===== src/rtl/osd_bitmap_overlay.sv =====
// OSD bitmap overlay: follows the raster from hs/vs/de, fetches 1bpp bitmap bytes and
// replaces window pixels whose bit is set with a constant colour; 2-cycle aligned output.
module osd_bitmap_overlay #(
  parameter int OSD_X      = 64,
  parameter int OSD_Y      = 64,
  parameter int OSD_W      = 128,
  parameter int OSD_H      = 128,
  parameter int ADDR_WIDTH = 11,
  parameter int DATA_WIDTH = 8,
  parameter int PIX_W      = 24,
  parameter int CNT_W      = 12,
  parameter logic [PIX_W-1:0] OSD_COLOR = 24'hFF0000
) (
  input  logic                  rd_clk,
  input  logic                  rd_rst,
  input  logic                  osd_en,
  input  logic                  i_hs,
  input  logic                  i_vs,
  input  logic                  i_de,
  input  logic [PIX_W-1:0]      i_data,
  output logic [ADDR_WIDTH-1:0] osd_rd_addr,
  input  logic [DATA_WIDTH-1:0] osd_rd_data,
  output logic                  o_hs,
  output logic                  o_vs,
  output logic                  o_de,
  output logic [PIX_W-1:0]      o_data
);

  localparam logic [CNT_W-1:0]      CNT_MAX = '1;
  localparam logic [CNT_W-1:0]      X_LO    = CNT_W'(OSD_X);
  localparam logic [CNT_W-1:0]      X_HI    = CNT_W'(OSD_X + OSD_W);
  localparam logic [CNT_W-1:0]      Y_LO    = CNT_W'(OSD_Y);
  localparam logic [CNT_W-1:0]      Y_HI    = CNT_W'(OSD_Y + OSD_H);
  localparam logic [ADDR_WIDTH-1:0] BPL     = ADDR_WIDTH'(OSD_W / 8);

  logic [CNT_W-1:0]      x_cnt, y_cnt;
  logic [CNT_W-1:0]      x_off, y_off;
  logic                  en_frame, frame_ok;
  logic                  in_win, vs_rise, de_fall;
  logic [ADDR_WIDTH-1:0] rd_addr_next;

  logic                  hs_d, vs_d, de_d, in_win_d;
  logic [2:0]            bit_sel_d;
  logic [PIX_W-1:0]      data_d;
  logic                  osd_bit;

  always_comb begin
    vs_rise      = i_vs & ~vs_d;
    de_fall      = ~i_de & de_d;
    x_off        = x_cnt - X_LO;
    y_off        = y_cnt - Y_LO;
    in_win       = i_de & (x_cnt >= X_LO) & (x_cnt < X_HI) & (y_cnt >= Y_LO) & (y_cnt < Y_HI);
    rd_addr_next = ADDR_WIDTH'(y_off) * BPL + ADDR_WIDTH'(x_off[CNT_W-1:3]);
    osd_bit      = osd_rd_data[3'd7 - bit_sel_d];
  end

  // Raster tracking; a vs rising edge takes priority over the line increment.
  always_ff @(posedge rd_clk) begin
    if (rd_rst) begin
      x_cnt    <= '0;
      y_cnt    <= '0;
      en_frame <= 1'b0;
      frame_ok <= 1'b0;
    end else begin
      if (i_de) begin
        if (x_cnt != CNT_MAX) x_cnt <= x_cnt + CNT_W'(1);
      end else if (de_d) begin
        x_cnt <= '0;
      end
      if (vs_rise) begin
        y_cnt    <= '0;
        en_frame <= osd_en;
        frame_ok <= 1'b1;
      end else if (de_fall && y_cnt != CNT_MAX) begin
        y_cnt <= y_cnt + CNT_W'(1);
      end
    end
  end

  // Stage 0 -> 1: the address register also serves as the RAM's read address latch.
  always_ff @(posedge rd_clk) begin
    if (rd_rst) begin
      osd_rd_addr <= '0;
      bit_sel_d   <= '0;
      in_win_d    <= 1'b0;
      hs_d        <= 1'b0;
      vs_d        <= 1'b0;
      de_d        <= 1'b0;
      data_d      <= '0;
    end else begin
      if (in_win) osd_rd_addr <= rd_addr_next;
      bit_sel_d <= x_off[2:0];
      in_win_d  <= in_win;
      hs_d      <= i_hs;
      vs_d      <= i_vs;
      de_d      <= i_de;
      data_d    <= i_data;
    end
  end

  // Stage 1 -> 2
  always_ff @(posedge rd_clk) begin
    if (rd_rst) begin
      o_hs   <= 1'b0;
      o_vs   <= 1'b0;
      o_de   <= 1'b0;
      o_data <= '0;
    end else begin
      o_hs   <= hs_d;
      o_vs   <= vs_d;
      o_de   <= de_d;
      o_data <= (in_win_d & en_frame & frame_ok & osd_bit) ? OSD_COLOR : data_d;
    end
  end

endmodule


===== config.mk =====
export PLATFORM = sky130hd
export DESIGN_NAME = osd_bitmap_overlay
export DESIGN_NICKNAME = d
export VERILOG_FILES = /design/src/rtl/osd_bitmap_overlay.sv
export SDC_FILE = /design/constraint.sdc
export NUM_CORES = 1
export LEC_CHECK = 0
export ABC_AREA = 1
export CORE_ASPECT_RATIO = 0.6
export CORE_MARGIN = 5
export CORE_UTILIZATION = 56
export DETAILED_ROUTE_END_ITERATION = 7
export GPL_ROUTABILITY_DRIVEN = 0
export PLACE_DENSITY = 0.94
export SKIP_LAST_GASP = 1
export SYNTH_ARGS = -nofsm -noshare
export SYNTH_HDL_FRONTEND = slang
export SYNTH_SLANG_ARGS = --single-unit

===== constraint.sdc =====
create_clock -name rd_clk -period 5.5 [get_ports rd_clk]
set_input_delay 0.825 -clock rd_clk [delete_from_list [all_inputs] [get_ports rd_clk]]
set_output_delay 0.825 -clock rd_clk [all_outputs]
set_load 0.01 [all_outputs]

==> results of run 1 <==
==> per-layer routing <==
layer | up-vias | share of wire | global-route usage
li1 | 1807 | - | -
met1 | 1665 | 0.41 | 0.2798
met2 | 181 | 0.47 | 0.3810
met3 | 29 | 0.090 | 0.07440
met4 | 0 | 0.021 | 0.07314
met5 | - | 0 | 0
==> through the flow <==
step	util	cell area [µm²]	hold slack (ns)	instances	power (mW)
after CTS	0.7169	5124	0.4097	712	1.465
after global placement	0.6747	4822	0.3945	697	0.8332
after global routing	0.7169	5124	0.4250	712	1.507
final	0.7169	5124	0.4094	712	1.457
after floorplan	-	4059	0.3883	546	0.7848
after detailed placement	0.6747	4822	0.3995	697	0.8389
==> layout make-up <==
type	count	area share
Inverter	97	0.07106
Multi-Input combinational cell	339	0.3311
Clock inverter	6	0.01490
Sequential cell	95	0.3712
Clock buffer	9	0.04396
Timing Repair Buffer	75	0.1455
Tap cell	91	0.02222
==> worst paths after layout <==
kind	depth (start not counted)	to	slack [ns]
max reg2reg	11	osd_rd_addr[8]	3.27
min	2	o_hs	0.41
min reg2reg	2	o_hs	0.41
max	7	y_cnt[8]	3.20
==> critical path: stages <==
cell and delay, ns:
clkdlybuf4s50_1 0.52, nor2_1 0.24, nand2_1 0.31, inv_1 0.40, nand3_1 0.11, nand2_1 0.08
nor2_1 0.04
==> state kept, by name, summed over array words and instances, names as in the netlist <==
signal,flops
bit_sel_d,3
data_d,24
de_d,1
en_frame,1
frame_ok,1
hs_d,1
in_win_d,1
o_data,24
o_de,1
o_hs,1
o_vs,1
osd_rd_addr,11
vs_d,1
x_cnt,12
y_cnt,12
==> power groups by stage <==
stage	sequential [mW]	combinational (mW)	clock, mW
CTS	0.719	0.107	0.639
global placement	0.733	0.100	0
detailed placement	0.734	0.104	0
floorplan	0.736	0.0487	0
finish	0.719	0.108	0.631
global route	0.721	0.117	0.668
==> layout by cell type (no fill, tap or decap), types with 3 or more instances in the layout <==
| cell type | Yosys | final |
|---|---|---|
| xor2_1 | 7 | 7 |
| o21ai_0 | 6 | 6 |
| inv_1 | 94 | 94 |
| dfxtp_1 | 95 | 95 |
| xnor2_1 | 6 | 6 |
| nor2_4 | 3 | 3 |
| nand4_1 | 12 | 12 |
| clkbuf_16 | 0 | 9 |
| nor2_1 | 95 | 95 |
| ha_1 | 13 | 13 |
| nand2_1 | 107 | 107 |
| clkdlybuf4s50_1 | 0 | 74 |
| nand3_1 | 31 | 31 |
| a21oi_1 | 40 | 40 |
| nand2_2 | 4 | 4 |
| inv_6 | 0 | 4 |
==> kinds of logic (layout without fill, tap and decap cells) <==
kind of cell             count (synthesis)  count (layout)  synth area share
AND/OR/NAND/NOR                        264             264            0.2839
buffers and inverters                  112             187            0.1134
flip-flops                              95              95            0.4686
AO/OA/AOI/OAI                           48              48           0.06104
adder cells (fa/ha/maj)                 14              14           0.04501
XOR/XNOR                                13              13           0.02805
==> reports/qor.csv, run 1 <==
metric,value,unit
status,"complete, no violations",
drc,0,
grt_pass1_wl,16790,µm
grt_pass1_vias,3457,
synth_top_area_share,0.4686,
synthArstFlopShare,0,
num_vias,3682,
cp_max_fo,13,
synth-seq-cells,95,
synth_edf_count,0,
post-route-min-period,2.299,ns
min_path_type,reg2reg,
yosys.area.top_type,dfxtp_1,
fin_ws,3.201,ns
power_switching_share,0.2303,
synth.most_common_cell,nand2_1,
ir_worst_vdd,187.0,µV
insertion_delay,0.34,ns
numCtsBuffers,9,
hold_buffers,0,
fmax,435.0,MHz
grt_max_degree,54,
pwr-share-comb,0.074,
dp_slack,2.890,ns
rsz0062_at_grt,no,
startpoint,i_de,
yosys-top-cells-area,"dfxtp_1 47%, nand2_1 9.9%, nor2_1 8.8%, inv_1 8.7%, a21oi_1 4.9%",
routed_via_density,5.171,
layout.nets,669,
p_seq_frac,0.493,
internal_power,1.122,mW
clock_power_share,0.433,
worstHoldStart,hs_d,
r2r-start,x_cnt[7],
cts_resized,0,
die_area,9107,µm²
clk_pin_slew,0.07,ns
cts_root_buf,clkbuf_16,
end_kind,flop,
start_util,0.5679,
yosysUniqueCellTypes,29,
worst_slew_pin_slew,0.9199,ns
hold_viol,0,
setup-violations-final,0,
h-tree-depth,3,
yosysSeqAreaShare,0.4686,
port_buffers,75,
multi_input_area,1697,µm²
synth_flop_cell,dfxtp_1,
layout-drive-gt1-share,0.05475,
syn_avg_cell_area,7.434,µm²
grt_overflow,0,
register_area,1902,µm²
ys_top_cells_by_count,"107 x nand2_1, 95 x dfxtp_1, 95 x nor2_1",
fp.dieH,75.95,µm
num-fill-cells,487,
synth_cells,546,
finalCritPeriodShare,0.4180,
chipWidth,119.9,µm
slew_headroom,0.3867,
tns,0,ns
required,5.74,ns
worstSetupPathType,in2reg,
cts_sinks,95,
drtAntennaViolNets,0,
max-cap-violations,0,
io-pin-count,76,
drtPass1Iterations,6,
area_growth,26.23,%
wire_per_inst,14.38,µm
clock_path_buffers,2,
post-cts-setup-buffers,0,
grt_usage,0.2283,
powerDensity,284.5,nW/µm²
syn-cell-area,4059,µm²
syn-num-nets,598,
cts_tree,yes,
antenna_found_initial,0,
p_sw,0.3356,mW
first_iter_violations,448,
ys.warnings.count,0,
cp-start-kind,input pin,
rows,24,
leakage,2.171,nW
core-area,7147,µm²
wirelength,10240,µm
diodes,0,
arrival,2.54,ns
slew_violations,0,
clock_skew,0.006638,ns
dp_hpwl,7358,µm
(Power assumes the default switching activity.)
==> inputs of run 2 (changes only) <==
CORE_UTILIZATION = 47   (was 56)
PLACE_DENSITY = 0.85   (was 0.94)
clock period = 1.9 ns   (was 5.5 ns; I/O delays follow)
==> run 2 against run 1 <==
  * Clock skew fell by 0.0017 ns
  * Register-to-register slack got worse by 3.2 ns
  * Global-route usage fell by 3.7 points
  * Sequential power rose to 2.9 times the previous value
  * Sequential cell count did not move
  * Count of clock-buffer cells in the layout did not move
  * Critical endpoint is now osd_rd_addr[10]
  * Largest cell class unchanged
==> reports/qor.csv, run 2 (synthesis results as in run 1) <==
metric,value,unit
status,"complete, no violations",
dp_hpwl,7166,µm
stdcell_count,752,
powerDensity,765.2,nW/µm²
finalCritPeriodShare,0.9813,
clock_path_buffers,2,
cts_tree,yes,
layout_commonest_cell,nand2_1,
cp_max_fo,3,
ir_worst_vdd,441.1,µV
tns,0,ns
hold_viol,0,
top_regs,"data_d: 24 flops, o_data: 24 flops",
arrival,2.11,ns
port_buffers,75,
cp-start-kind,flop,
leakage,2.268,nW
min_path_type,in2reg,
die_area,10660,µm²
h-tree-depth,3,
layout.nets,687,
start_util,0.4799,
slew_violations,0,
post-route-min-period,1.864,ns
grt_overflow,0,
register_area,1904,µm²
post_dp_cell_area,4954,µm²
io-pin-count,76,
whs_endpoint,data_d[10],
worst_slew_pin_slew,0.4957,ns
whs,0.3910,ns
setup-violations-final,0,
fin_area,5321,µm²
end_kind,flop,
diodes,0,
max-cap-violations,0,
fp.dieH,81.99,µm
rrSetupSlack,0.04,ns
cts_sinks,95,
fin_ws,0.03551,ns
r2r-start,x_cnt[6],
num-fill-cells,717,
worstSetupPathType,reg2reg,
grt_pass1_vias,3502,
wirelength,10000,µm
dp_slack,0.01158,ns
slew_headroom,0.6695,
clk_pin_slew,0.07,ns
routed_via_density,4.862,
layout-drive-gt1-share,0.1063,
finalPower,4.072,mW
first_iter_violations,331,
grt_usage,0.1915,
rsz0062_at_grt,yes,
wire_per_inst,13.30,µm
grt_max_degree,29,
postLayoutCoreUtil,0.6291,
placed_cells,732,
reg2reg_depth,9,
numCtsBuffers,9,
insertion_delay,0.34,ns
clock_skew,0.004923,ns
core-area,8458,µm²
worstHoldStart,rd_rst,
drtPass1Iterations,5,
cts_root_buf,clkbuf_16,
drc,0,
antenna_found_initial,0,
final_cell_mix,"107 x nand2_1, 95 x nor2_1, 93 x dfxtp_1",
rows,26,
drtAntennaViolNets,0,
min_path_cells,2,
multi_input_area,1752,µm²
grt_pass1_wl,15900,µm
chipWidth,130.0,µm
required,2.14,ns
fmax,536.3,MHz
area_growth,31.10,%
num_vias,3656,
rr_endpoint,osd_rd_addr[10],
run 2: changes by cell type in the layout (fill, tap and decap cells not counted), moves of 2 or more:
cell,delta
buf_4,+18
inv_1,-3
inv_2,+3
a21oi_1,-2
a21oi_2,+2
clkinv_2,+2
dfxtp_1,-2
dfxtp_2,+2
ha_1,-2
inv_6,-2
nand3_1,-2
nand3_2,+2
run 2: final cells by class:
type / count / share of cell area
clock inverter: 7 / 0.01035
timing repair buffer: 93 / 0.1655
sequential: 95 / 0.3579
tap: 112 / 0.02633
clock buffer: 9 / 0.04232
inverter: 97 / 0.06842
multi-input combinational: 339 / 0.3292
run 2: how the worst max path moves through the flow:
| stage | startpoint | to | slack (ns) |
|---|---|---|---|
| 6_report | x_cnt[6] | osd_rd_addr[10] | 0.04 |
| 4_1_cts | x_cnt[7] | osd_rd_addr[8] | 0.02 |
| 5_1_grt | x_cnt[7] | osd_rd_addr[9] | -0.07 |
| 3_3_place_gp | x_cnt[6] | osd_rd_addr[8] | 0.06 |
| 2_1_floorplan | x_cnt[6] | osd_rd_addr[10] | 0.02 |
| 3_5_place_dp | x_cnt[7] | osd_rd_addr[8] | 0.01 |
run 2: layer usage:
layer  routed length, µm  vias to the layer above  GRT usage  part of all wire
met2                4754                      109     0.3135              0.48
met3                 658                       21    0.05653             0.066
li1                    -                     1847          -                 -
met1                4412                     1679     0.2477              0.44
met5                   0                        -          0                 0
met4                 179                        0    0.05498             0.018
run 2: power breakdown:
group          switching [mW]  internal (mW)
combinational           0.157          0.160
sequential             0.0222           2.05
clock                   0.775          0.902
run 2: worst max-delay path, cell delays in order (launching register included):
cell	delay, ns
dfxtp_1	0.35
inv_2	0.07
ha_4	0.25
inv_1	0.04
ha_2	0.19
fa_2	0.43
nand3_1	0.13
nand4_1	0.12
a21oi_2	0.15
nor2_1	0.04
run 2: repair_timing:
action / 4_1_cts / 5_1_grt
gates resized for setup: 3 / 13
hold buffers: 0 / 0
pin swaps: 1 / 4
buffers inserted: 1 / 3
endpoints found under the setup margin: 2 / 6
